[config.mk]
export PLATFORM = sky130hd
export DESIGN_NAME = data_if_arbiter
export DESIGN_NICKNAME = d
export VERILOG_FILES = /design/src/rtl/data_if_arbiter.sv
export SDC_FILE = /design/constraint.sdc
export NUM_CORES = 1
export LEC_CHECK = 0
export CAP_MARGIN = 25
export CORE_UTILIZATION = 25
export DETAILED_ROUTE_END_ITERATION = 10
export GPL_ROUTABILITY_DRIVEN = 0
export GPL_TIMING_DRIVEN = 0
export PLACE_DENSITY = 0.73
export SETUP_SLACK_MARGIN = 0.15
export SYNTH_ARGS = -nofsm -noshare
export SYNTH_HDL_FRONTEND = slang
export SYNTH_SLANG_ARGS = --single-unit
[constraint.sdc]
create_clock -name clk -period 5.2 [get_ports clk]
set_input_delay 1.04 -clock clk [delete_from_list [all_inputs] [get_ports clk]]
set_output_delay 1.04 -clock clk [all_outputs]
set_load 0.02 [all_outputs]
[src/rtl/data_if_arbiter.sv]
// data_if_arbiter: round-robin arbiter that grants one requester at a time
// onto a shared beat datapath. A grant lasts until a beat carrying out_last is
// accepted, where out_last comes from the requester or from the MAX_BURST cap.
// After each grant the block spends one DONE cycle (done pulse, no grant)
// before it can arbitrate again.
`timescale 1ns/1ps
module data_if_arbiter #(
  parameter int WIDTH     = 32,
  parameter int NUM_REQ   = 4,
  parameter int MAX_BURST = 4
) (
  input  logic                       clk,
  input  logic                       reset_n,
  input  logic                       enable,
  input  logic [NUM_REQ-1:0]         req_valid,
  input  logic [NUM_REQ*WIDTH-1:0]   req_data,
  input  logic [NUM_REQ-1:0]         req_last,
  output logic [NUM_REQ-1:0]         req_ready,
  output logic                       out_valid,
  output logic [WIDTH-1:0]           out_data,
  output logic                       out_last,
  output logic [2:0]                 out_id,
  input  logic                       out_ready,
  output logic [NUM_REQ-1:0]         grant,
  output logic                       busy,
  output logic                       done
);

  localparam int IDW = (NUM_REQ > 1) ? $clog2(NUM_REQ) : 1;
  localparam int PW  = IDW + 1;

  typedef enum logic [1:0] {IDLE, XFER, DONE} state_t;

  state_t           state_reg, state_next;
  logic [IDW-1:0]   gnt_reg, gnt_next;
  logic [IDW-1:0]   rr_ptr_reg, rr_ptr_next;
  logic [3:0]       count_reg, count_next;
  // Low for the first edge after reset so no grant can land on that edge.
  logic             armed_reg;

  logic [NUM_REQ-1:0] rot_valid;
  logic [PW-1:0]      pick_sum;
  logic [IDW-1:0]     pick_idx;
  logic               pick_found;

  logic [WIDTH-1:0] data_arr [NUM_REQ];

  // Split the flat data bus into one word per requester for the output mux.
  generate
    for (genvar gi = 0; gi < NUM_REQ; gi++) begin : g_split
      assign data_arr[gi] = req_data[gi*WIDTH +: WIDTH];
    end
  endgenerate

  // Round-robin pick: rotate the valid vector so bit 0 is rr_ptr, take the
  // lowest set bit and map it back to an absolute requester index.
  always_comb begin
    rot_valid  = NUM_REQ'({req_valid, req_valid} >> rr_ptr_reg);
    pick_found = 1'b0;
    pick_sum   = '0;
    for (int k = NUM_REQ - 1; k >= 0; k--) begin
      if (rot_valid[k]) begin
        pick_found = 1'b1;
        pick_sum   = PW'(rr_ptr_reg) + PW'(k);
      end
    end
    if (pick_sum >= PW'(NUM_REQ)) begin
      pick_sum = pick_sum - PW'(NUM_REQ);
    end
    pick_idx = pick_sum[IDW-1:0];
  end

  // State register; reset abandons any burst in flight without a done pulse.
  always_ff @(posedge clk or negedge reset_n) begin
    if (!reset_n) begin
      state_reg  <= IDLE;
      gnt_reg    <= '0;
      rr_ptr_reg <= '0;
      count_reg  <= '0;
      armed_reg  <= 1'b0;
    end else begin
      state_reg  <= state_next;
      gnt_reg    <= gnt_next;
      rr_ptr_reg <= rr_ptr_next;
      count_reg  <= count_next;
      armed_reg  <= 1'b1;
    end
  end

  // Next-state logic and all outputs; the datapath is a pure mux of the
  // granted requester, so a stall simply holds everything in place.
  always_comb begin
    state_next  = state_reg;
    gnt_next    = gnt_reg;
    rr_ptr_next = rr_ptr_reg;
    count_next  = count_reg;
    req_ready   = '0;
    out_valid   = 1'b0;
    out_data    = '0;
    out_last    = 1'b0;
    out_id      = '0;
    grant       = '0;
    busy        = 1'b0;
    done        = 1'b0;
    case (state_reg)
      IDLE: begin
        if (armed_reg && enable && pick_found) begin
          state_next = XFER;
          gnt_next   = pick_idx;
          count_next = '0;
        end
      end
      XFER: begin
        busy               = 1'b1;
        grant[gnt_reg]     = 1'b1;
        out_id             = 3'(gnt_reg);
        out_valid          = req_valid[gnt_reg];
        out_data           = data_arr[gnt_reg];
        req_ready[gnt_reg] = out_ready;
        out_last           = req_last[gnt_reg] || (count_reg == 4'(MAX_BURST - 1));
        if (out_valid && out_ready) begin
          count_next = count_reg + 4'd1;
          if (out_last) begin
            state_next  = DONE;
            rr_ptr_next = (gnt_reg == IDW'(NUM_REQ - 1)) ? '0 : gnt_reg + IDW'(1);
          end
        end
      end
      DONE: begin
        done       = 1'b1;
        state_next = IDLE;
      end
      default: state_next = IDLE;
    endcase
  end

endmodule

==> impl_metrics.ini <==
[drt]
wl_um = 7279
vias_per_cell = 4.976
drt_iter0_drc = 67
first_pass_iters = 8
avgRoutedWirePerCell_um = 17.41
drc = 15
ant_nets = 0
num_vias = 2080

[grt]
grt_usage_pct = 19.99
grt_max_degree = 12
grt_pass1_wl_um = 11170
grt_overflow_total = 0
first_global_vias = 2185
antenna_found_initial = 0

[clock_tree]
cts_tree = yes
clk_latency_ns = 0.24
htree_levels = 1
clk_path_buf_depth = 2
ctsRootBufferMaster = clkbuf_8
cts_hold_buf = 0
clkTransAtPathRegs_ns = 0.05
cts_buffers = 3
numClockSinks = 11
postCtsSetupBuffers = 0
cts-resized-gates = 0

[min_path]
hold_class = flip-flop to flip-flop

[sta]
period_needed_ns = 3.837
min_period_over_period_pct = 73.80
finClkSkew_ns = 0.004920
fmax_mhz = 260.6
final.setup.tns_ns = 0
setup_violations = 0
final.setup.worst_slack_ns = 1.363
relSlewSlack_pct = 62.55
hold_violations = 0
tightest_slew_ns = 0.5618
grt_setup_unrepaired = no
slew_viol_final = 0

[placement]
post-place-ws_ns = 1.355
dp_hpwl_um = 6155
place_inst = 414
port_buffers = 185

[setup_path]
cp-end-kind = primary output
cp-start-kind = input pin
arrival_ns = 2.80
crit_fanout = 6
required_ns = 4.16
critPathKind = input pin to primary output

[job]
drv_cap = 0

[logic_synthesis]
syn_inst = 152
synthTopCellsByCount = and2_1, mux4_2, dfrtp_1
synth-main-ff-cell = dfrtp_1
ys_async_sr_fraction_pct = 100.0
ys_seq_elements = 11
synth_top_cell_by_area = mux4_2
yosys_warnings = 0
ys_types = 35
synth_top_area_share_pct = 44.67
ys_seq_area_share_pct = 16.06
synth_area_sq_um = 1714
syn-num-nets = 297
syn_avg_cell_area_sq_um = 11.28
synth_edf_count = 0
ys_top_cells_by_area = mux4_2, dfrtp_1, and2_1
synth.most_common_cell = and2_1

[finish]
nNetsFinal = 487
diodes = 0
area_delta_synth_final_pct = 116.3
fin_cells = 418
largest_register_ffs = 4
layout-drive-gt1-share_pct = 14.08
final_util_pct = 57.08
fillCellCount = 571

[floorplanning]
placementRows = 29
die_h_um = 84.81
die_w_um = 84.81
io_pins = 187
die_area_sq_um = 7192
initial_utilization_pct = 26.39
core-area_sq_um = 6495

[power_and_ir_drop]
p_leak_nw = 1.380
ir_worst_vdd_mv = 0.2342
finalPower_w = 0.001515
power_density_nw_per_um2 = 408.7

[outcome]
status = complete, but fails checks
failed_checks = design-rule violations
## stage by stage
step | instance area, sq um | hold slack [ns]
global route | 3707 | 0.5585
finish | 3707 | 0.5145
global placement | 3662 | 0.4768
CTS | 3707 | 0.5091
detailed placement | 3662 | 0.5018
floorplan | 1714 | 0.4532
## placed cells by master (no fill, tap or decap), types with 2 or more instances in the layout
master / count
clkdlybuf4s50_1: 185
and2_1: 37
mux4_2: 34
dfrtp_1: 11
nor2_1: 7
clkbuf_1: 6
nand2_1: 5
ha_1: 5
buf_2: 4
and3_1: 4
inv_1: 4
a21oi_1: 4
o21ai_0: 3
clkbuf_8: 3
buf_1: 2
nand3_1: 2
o22ai_1: 2
o211ai_1: 2
o31ai_1: 2
conb_1: 2
## layer usage
layer,part of all wire [%],vias to the layer above,global-route usage (%)
met3,7.7,21,3.638
met2,52,106,37.18
li1,-,965,-
met4,3.5,0,8.012
met1,37,988,22.46
met5,0,-,0
## worst max-delay path, stage by stage
cell,delay (ns)
clkdlybuf4s50_1,0.49
mux4_2,0.55
and2_1,0.18
clkdlybuf4s50_1,0.54
## logic make-up after synthesis
family	synth area share [%]
multiplexers	46.13
AND/OR/NAND/NOR	21.46
other	0.4381
adder cells (fa/ha/maj)	3.650
flip-flops	16.06
AO/OA/AOI/OAI	7.372
buffers and inverters	4.890
## worst paths after layout
kind / from / endpoint / slack [ns] / depth (start not counted)
max: req_valid[0] / out_valid / 1.36 / 4
min: count_reg[3] / count_reg[3] / 0.51 / 1
max reg2reg: gnt_reg[1] / rr_ptr_reg[1] / 3.23 / 5
min reg2reg: count_reg[3] / count_reg[3] / 0.51 / 1
max in group asynchronous: reset_n / gnt_reg[0] / 3.72 / 1
min in group asynchronous: reset_n / armed_reg / 1.14 / 1
## final cells by class
class	count	area [sq um]	area share (%)
repair buffers	185	1852	49.95
multi-input cells	123	1355	36.55
flip-flops and latches	11	275.3	7.425
well taps	77	96.34	2.599
plain buffers	13	65.06	1.755
clock buffers	4	45.04	1.215
inverters	5	18.77	0.5062
## where the power goes
group	internal (W)	switching, W
registers	0.000113	0.0000260
logic	0.000694	0.000595
clock network	0.0000539	0.0000329
total	0.000861	0.000654
Power figures use the tool's default switching activity.
